`src/rtl/bpsk_symbol_framer.sv`:
```
// rtl/bpsk_symbol_framer.sv - codeword FIFO and MSB-first BPSK symbol serialiser
//
// Purpose:
//   Accepts Hamming codewords over a valid/ready handshake into a small FIFO.
//   Each codeword is then sent to the BPSK modulator as DATA_WIDTH symbols,
//   MSB first. Each symbol bit is held for CLKS_PER_SYMBOL clocks.
//   Words queued behind the current one follow it with no gap clock.
//
// Optional feature (macro BPSK_FRAMER_PREAMBLE_EN):
//   When the macro is defined, an 8-bit PREAMBLE pattern is sent first.
//   This happens only on a start from idle, never between back-to-back words.
//
// Ports:
//   clk         in   system clock
//   rst         in   asynchronous active-high reset
//   in_data     in   codeword from encoder (DATA_WIDTH bits)
//   in_valid    in   in_data valid
//   in_ready    out  FIFO can accept a word (not full)
//   sym_bit     out  current symbol bit (1 -> 0 deg, 0 -> 180 deg)
//   sym_strobe  out  one-clock pulse on the first clock of every symbol
//   tx_en       out  modulator enable, high while any symbol is being sent
//   fifo_level  out  number of stored codewords

module bpsk_symbol_framer #(
    parameter int          DATA_WIDTH      = 12,
    parameter int          FIFO_DEPTH      = 4,
    parameter int          CLKS_PER_SYMBOL = 256,
    parameter logic [7:0]  PREAMBLE        = 8'hAA
) (
    input  logic                            clk,
    input  logic                            rst,
    input  logic [DATA_WIDTH-1:0]           in_data,
    input  logic                            in_valid,
    output logic                            in_ready,
    output logic                            sym_bit,
    output logic                            sym_strobe,
    output logic                            tx_en,
    output logic [$clog2(FIFO_DEPTH):0]     fifo_level
);

    localparam int PW  = $clog2(FIFO_DEPTH);
    localparam int LW  = PW + 1;
    localparam int SCW = $clog2(CLKS_PER_SYMBOL);
    localparam int BCW = $clog2(DATA_WIDTH);

    localparam logic [LW-1:0]  LVL_FULL = LW'(FIFO_DEPTH);
    localparam logic [SCW-1:0] SYM_LAST = SCW'(CLKS_PER_SYMBOL - 1);
    localparam logic [BCW-1:0] BIT_LAST = BCW'(DATA_WIDTH - 1);

`ifdef BPSK_FRAMER_PREAMBLE_EN
    typedef enum logic [1:0] {
        S_IDLE  = 2'd0,
        S_SHIFT = 2'd1,
        S_PRE   = 2'd2
    } state_t;
`else
    typedef enum logic [0:0] {
        S_IDLE  = 1'b0,
        S_SHIFT = 1'b1
    } state_t;
`endif

    state_t r_state;
    state_t w_next_state;

    // ------------------------------------------------------------------
    // Codeword FIFO
    // ------------------------------------------------------------------
    logic [DATA_WIDTH-1:0] r_mem [FIFO_DEPTH];
    logic [PW-1:0]         r_wr_ptr;
    logic [PW-1:0]         r_rd_ptr;
    logic [LW-1:0]         r_level;

    logic                  w_full;
    logic                  w_empty;
    logic                  w_push;
    logic                  w_pop;
    logic [DATA_WIDTH-1:0] w_rd_data;

    assign w_full     = (r_level == LVL_FULL);
    assign w_empty    = (r_level == '0);
    // Only a not-full FIFO accepts, even if a pop frees a slot on the same edge.
    assign w_push     = in_valid & ~w_full;
    assign w_rd_data  = r_mem[r_rd_ptr];
    assign in_ready   = ~w_full;
    assign fifo_level = r_level;

    // Storage is written only on an accepted push, so X on an idle bus never lands here.
    always_ff @(posedge clk) begin
        if (w_push) begin
            r_mem[r_wr_ptr] <= in_data;
        end
    end

    always_ff @(posedge clk or posedge rst) begin
        if (rst) begin
            r_wr_ptr <= '0;
            r_rd_ptr <= '0;
            r_level  <= '0;
        end else begin
            if (w_push) begin
                r_wr_ptr <= r_wr_ptr + PW'(1);
            end
            if (w_pop) begin
                r_rd_ptr <= r_rd_ptr + PW'(1);
            end
            case ({w_push, w_pop})
                2'b10:   r_level <= r_level + LW'(1);
                2'b01:   r_level <= r_level - LW'(1);
                default: r_level <= r_level;
            endcase
        end
    end

    // ------------------------------------------------------------------
    // Symbol timing and shift register
    // ------------------------------------------------------------------
    logic [DATA_WIDTH-1:0] r_shift;
    logic [SCW-1:0]        r_sym_cnt;
    logic [BCW-1:0]        r_bit_cnt;
    logic                  w_sym_last;
    logic                  w_word_done;

    assign w_sym_last  = (r_sym_cnt == SYM_LAST);
    assign w_word_done = (r_state == S_SHIFT) && w_sym_last && (r_bit_cnt == BIT_LAST);

`ifdef BPSK_FRAMER_PREAMBLE_EN
    logic [7:0] r_pre_shift;
    logic [2:0] r_pre_cnt;
    logic       w_pre_done;

    assign w_pre_done = (r_state == S_PRE) && w_sym_last && (r_pre_cnt == 3'd7);

    // The preamble pattern is reloaded while idle and shifted once per symbol.
    always_ff @(posedge clk or posedge rst) begin
        if (rst) begin
            r_pre_shift <= '0;
            r_pre_cnt   <= '0;
        end else if (r_state == S_IDLE) begin
            r_pre_shift <= PREAMBLE;
            r_pre_cnt   <= '0;
        end else if ((r_state == S_PRE) && w_sym_last) begin
            r_pre_shift <= {r_pre_shift[6:0], 1'b0};
            r_pre_cnt   <= r_pre_cnt + 3'd1;
        end
    end
`endif

    always_ff @(posedge clk or posedge rst) begin
        if (rst) begin
            r_shift   <= '0;
            r_sym_cnt <= '0;
            r_bit_cnt <= '0;
        end else begin
            // Held at zero while idle, so the first clock after a load is symbol clock 0.
            if ((r_state == S_IDLE) || w_sym_last) begin
                r_sym_cnt <= '0;
            end else begin
                r_sym_cnt <= r_sym_cnt + SCW'(1);
            end

            // The codeword stays parked in r_shift during a preamble; it only shifts in SHIFT.
            if (w_pop) begin
                r_shift   <= w_rd_data;
                r_bit_cnt <= '0;
            end else if ((r_state == S_SHIFT) && w_sym_last) begin
                r_shift   <= {r_shift[DATA_WIDTH-2:0], 1'b0};
                r_bit_cnt <= r_bit_cnt + BCW'(1);
            end
        end
    end

    // ------------------------------------------------------------------
    // FSM
    // ------------------------------------------------------------------
    always_ff @(posedge clk or posedge rst) begin
        if (rst) begin
            r_state <= S_IDLE;
        end else begin
            r_state <= w_next_state;
        end
    end

    always_comb begin
        w_next_state = r_state;
        w_pop        = 1'b0;
        tx_en        = 1'b0;
        sym_bit      = 1'b0;
        sym_strobe   = 1'b0;
        case (r_state)
            S_IDLE: begin
                if (!w_empty) begin
                    w_pop = 1'b1;
`ifdef BPSK_FRAMER_PREAMBLE_EN
                    w_next_state = S_PRE;
`else
                    w_next_state = S_SHIFT;
`endif
                end
            end
            S_SHIFT: begin
                tx_en      = 1'b1;
                sym_bit    = r_shift[DATA_WIDTH-1];
                sym_strobe = (r_sym_cnt == '0);
                if (w_word_done) begin
                    // A queued word follows on the same edge with no gap clock.
                    if (!w_empty) begin
                        w_pop = 1'b1;
                    end else begin
                        w_next_state = S_IDLE;
                    end
                end
            end
`ifdef BPSK_FRAMER_PREAMBLE_EN
            S_PRE: begin
                tx_en      = 1'b1;
                sym_bit    = r_pre_shift[7];
                sym_strobe = (r_sym_cnt == '0);
                if (w_pre_done) begin
                    w_next_state = S_SHIFT;
                end
            end
`endif
            default: begin
                w_next_state = S_IDLE;
            end
        endcase
    end

endmodule
```
`config.mk`:
```
export PLATFORM = sky130hd
export DESIGN_NAME = bpsk_symbol_framer
export DESIGN_NICKNAME = d
export VERILOG_FILES = /design/src/rtl/bpsk_symbol_framer.sv
export SDC_FILE = /design/constraint.sdc
export NUM_CORES = 1
export LEC_CHECK = 0
export ABC_AREA = 1
export ABC_CLOCK_PERIOD_IN_PS = 5150
export CAP_MARGIN = 20
export CELL_PAD_IN_SITES_DETAIL_PLACEMENT = 2
export CELL_PAD_IN_SITES_GLOBAL_PLACEMENT = 2
export CORE_AREA = 4 4 98 100
export CTS_CLUSTER_SIZE = 30
export DETAILED_ROUTE_END_ITERATION = 16
export DIE_AREA = 0 0 102 104
export GPL_TIMING_DRIVEN = 0
export PLACE_DENSITY_LB_ADDON = 0.2
export SETUP_SLACK_MARGIN = 0.5
export SYNTH_ARGS = -nofsm -noshare
export SYNTH_HDL_FRONTEND = slang
export SYNTH_SLANG_ARGS = --single-unit
```
`constraint.sdc`:
```
create_clock -name clk -period 5.15 [get_ports clk]
set_input_delay 0.515 -clock clk [delete_from_list [all_inputs] [get_ports clk]]
set_output_delay 0.515 -clock clk [all_outputs]
set_load 0.03 [all_outputs]
```
==> results.toml <==
[finish]
synthToLayoutAreaGrowth_pct = 16.2
drive_above_1_share_pct = 13.8
final_area_um2 = 4140
final_nets = 374
diodes = 0
multi_input_area_um2 = 1130
seq_area_um2 = 2240
fillerInstances = 895

[min_path]
whs_path_depth = 1
hold_start = "r_sym_cnt[0]$_DFF_PP0_"
worstHoldPathType = "flop to flop"
hold-path-endpoint = "r_sym_cnt[0]$_DFF_PP0_"

[worst_setup_path]
endpoint_kind = "output port"
required_ns = 4.64
regToRegSetupSlack_ns = 2.66
worstRegToRegCells = 12
crit_arrival_ns = 2.39
r2r-start = "r_sym_cnt[0]$_DFF_PP0_"
crit_fanout = 10
cp-start-kind = "flop"
reg2reg_to = "fifo_level[2]$_DFFE_PP0P_"
worstPathCellList = "buf_2, buf_4, nand3_1, nor4_1, clkdlybuf4s50_1"
slowest_stage = "clkdlybuf4s50_1"
worst-setup-path-type = "flop to output port"
critPathMaxStageDelay_ns = 0.74

[sta]
fmax_mhz = 344
finalClockSkew_ns = 0.0113
setup_viol = 0
fin_crit_ns = 2.90
hold_viol = 0
rsz0062_at_grt = "false"
max-slew-margin-rel_pct = 57.8
worst_pin_slew_ns = 0.632
period_share_pct = 56.4
fin_tns_setup_ns = 0
final_max_slew_viol_count = 0

[synth]
synthArstFlopShare_pct = 40.0
ys.warnings.count = 0
yosysTopAreaCellShare_pct = 40.4
syn_inst = 313
synth-seq-cells = 80
ys_types = 34
syn_area_um2 = 3560
synth_commonest_cells = "edfxtp_1 (48), nor2_1 (40), dfrtp_1 (32)"
yosysSeqAreaShare_pct = 62.9
synth_ff_type = "edfxtp_1"
synth_area_leaders = "edfxtp_1 (40%), dfrtp_1 (22%), nor2_1 (4.2%), o21ai_0 (4.1%), nand2_1 (2.8%)"
synth_top_area_cell = "edfxtp_1"
synthesis.nets = 337
yosysMostFrequentCell = "edfxtp_1"
synth_edf_count = 48
synth.avg_cell_area_um2 = 11.4

[power_and_ir_drop]
p_int_mw = 1.21
power_leakage_nw = 1.63
vdd_drop_max_mv = 0.236
seq_power_share_pct = 48.4
power_density_nw_per_um2 = 459
p_sw_share_pct = 36.3
power_frac_comb_pct = 30.1
p_switching_uw = 690
clkPwrFrac_pct = 21.5

[floorplanning]
num_io_pins = 22
fp.dieArea_um2 = 10600
num_rows = 34
core_um2 = 8680
die_w_um = 102
start_util_pct = 41.1
die_h_um = 104

[global_routing]
grt_pass1_wl_um = 14700
grt.total_usage_pct = 18.0
gr-total-overflow = 0
grt_max_degree = 21
antenna_found_initial = 0
grt_pass1_vias = 2865

[drt]
avgRoutedWirePerCell_um = 19.2
top_layer = "met4"
routed-wl-met2_um = 4900
routed-via-count = 2513
drt-met1-wl_um = 3620
drc = 0
ant_nets = 0
viasPerCell = 5.43
drt_iter0_drc = 100
routed_wl_um = 8890
route.met3.wl_um = 280
drt-pass1-iter-count = 4

[clock_tree]
cts_buffer_depth = 2
clk_root_buffer_cell = "clkbuf_8"
h-tree-depth = 3
clock-sinks = 80
clkLatencyLatePin_ns = 0.34
numCtsBuffers = 9
cts_resized = 0
cts_setup_buffers = 0
postCtsHoldBufs = 0
cts_tree = "built"
clk_pin_slew_worst_paths_ns = 0.08

[placement]
dpl_cell_area_um2 = 3970
port_buffers = 21
place_congestion = 0.730
dp_hpwl_um = 6270

[flow_run]
cap_violations = 0

[outcome]
status = "finished clean"
## metal layers
layer	up-vias	global-route usage, %
li1	1178	-
met1	1280	20.9
met4	0	4.87
met3	10	3.09
met5	-	0
met2	45	33.4
## registers in the layout (all words and copies together) (netlist names)
register    count
r_mem          48
r_shift        12
r_sym_cnt       8
r_bit_cnt       4
fifo_level      3
r_rd_ptr        2
r_wr_ptr        2
r_state         1
## layout make-up
type | instances | share of cell area, %
Buffer | 17 | 2.27
Clock buffer | 10 | 3.08
Clock inverter | 6 | 1.12
Inverter | 26 | 2.36
Multi-Input combinational cell | 190 | 27.3
Sequential cell | 80 | 54.1
Tap cell | 108 | 3.26
Timing Repair Buffer | 26 | 6.47
## critical path: cells and delay by family (launching register included)
family,cells,cell delay (ns)
flops,1,0.45
buf+inv,3,1.26
simple gates,2,0.34
## logic make-up after synthesis
kind of cell             share of synthesized area, %
AND/OR/NAND/NOR                                  13.6
flip-flops                                       62.9
AO/OA/AOI/OAI                                    13.0
buffers and inverters                            5.37
adder cells (fa/ha/maj)                          3.37
XOR/XNOR                                         1.72
## stage by stage
| stage | worst slack (ns) | hold WS [ns] | util [%] | cells | power, mW |
|---|---|---|---|---|---|
| 2_1_floorplan | 2.63 | 0.454 | - | 313 | 1.28 |
| 3_3_place_gp | 2.57 | 0.480 | 45.1 | 442 | 1.46 |
| 3_5_place_dp | 2.59 | 0.486 | 45.7 | 447 | 1.51 |
| 4_1_cts | 2.18 | 0.499 | 47.7 | 463 | 1.93 |
| 5_1_grt | 2.06 | 0.524 | 47.7 | 463 | 2.03 |
| 6_report | 2.25 | 0.498 | 47.7 | 463 | 1.90 |
## worst max path at each step
stage                                 start                     to  slack [ns]  cells past startpoint
final                     r_state$_DFF_PP0_             sym_strobe        2.25                      5
after global routing      r_state$_DFF_PP0_             sym_strobe        2.06                      5
after CTS                 r_state$_DFF_PP0_             sym_strobe        2.18                      5
after detailed placement  r_state$_DFF_PP0_             sym_strobe        2.59                      5
after global placement             in_valid  r_mem[3][2]$_DFFE_PP_        2.57                      3
after floorplan           r_state$_DFF_PP0_             sym_strobe        2.63                      4
## cell usage in the layout, fill, tap and decap left out, types with 11 or more instances in the layout
cell type,instances
nand3_1,15
o2111ai_1,11
inv_1,24
clkdlybuf4s50_1,21
o21ai_0,29
o211ai_1,12
dfrtp_1,32
nand2_1,27
nor2_1,40
edfxtp_1,48
o22ai_1,12
## power by group through the flow
stage / clock network [mW] / logic, mW / registers, mW
after floorplan: 0 / 0.350 / 0.934
after global placement: 0 / 0.529 / 0.926
after detailed placement: 0 / 0.571 / 0.935
after CTS: 0.418 / 0.586 / 0.923
after global routing: 0.451 / 0.640 / 0.937
final: 0.408 / 0.572 / 0.920
(Power assumes the default switching activity.)
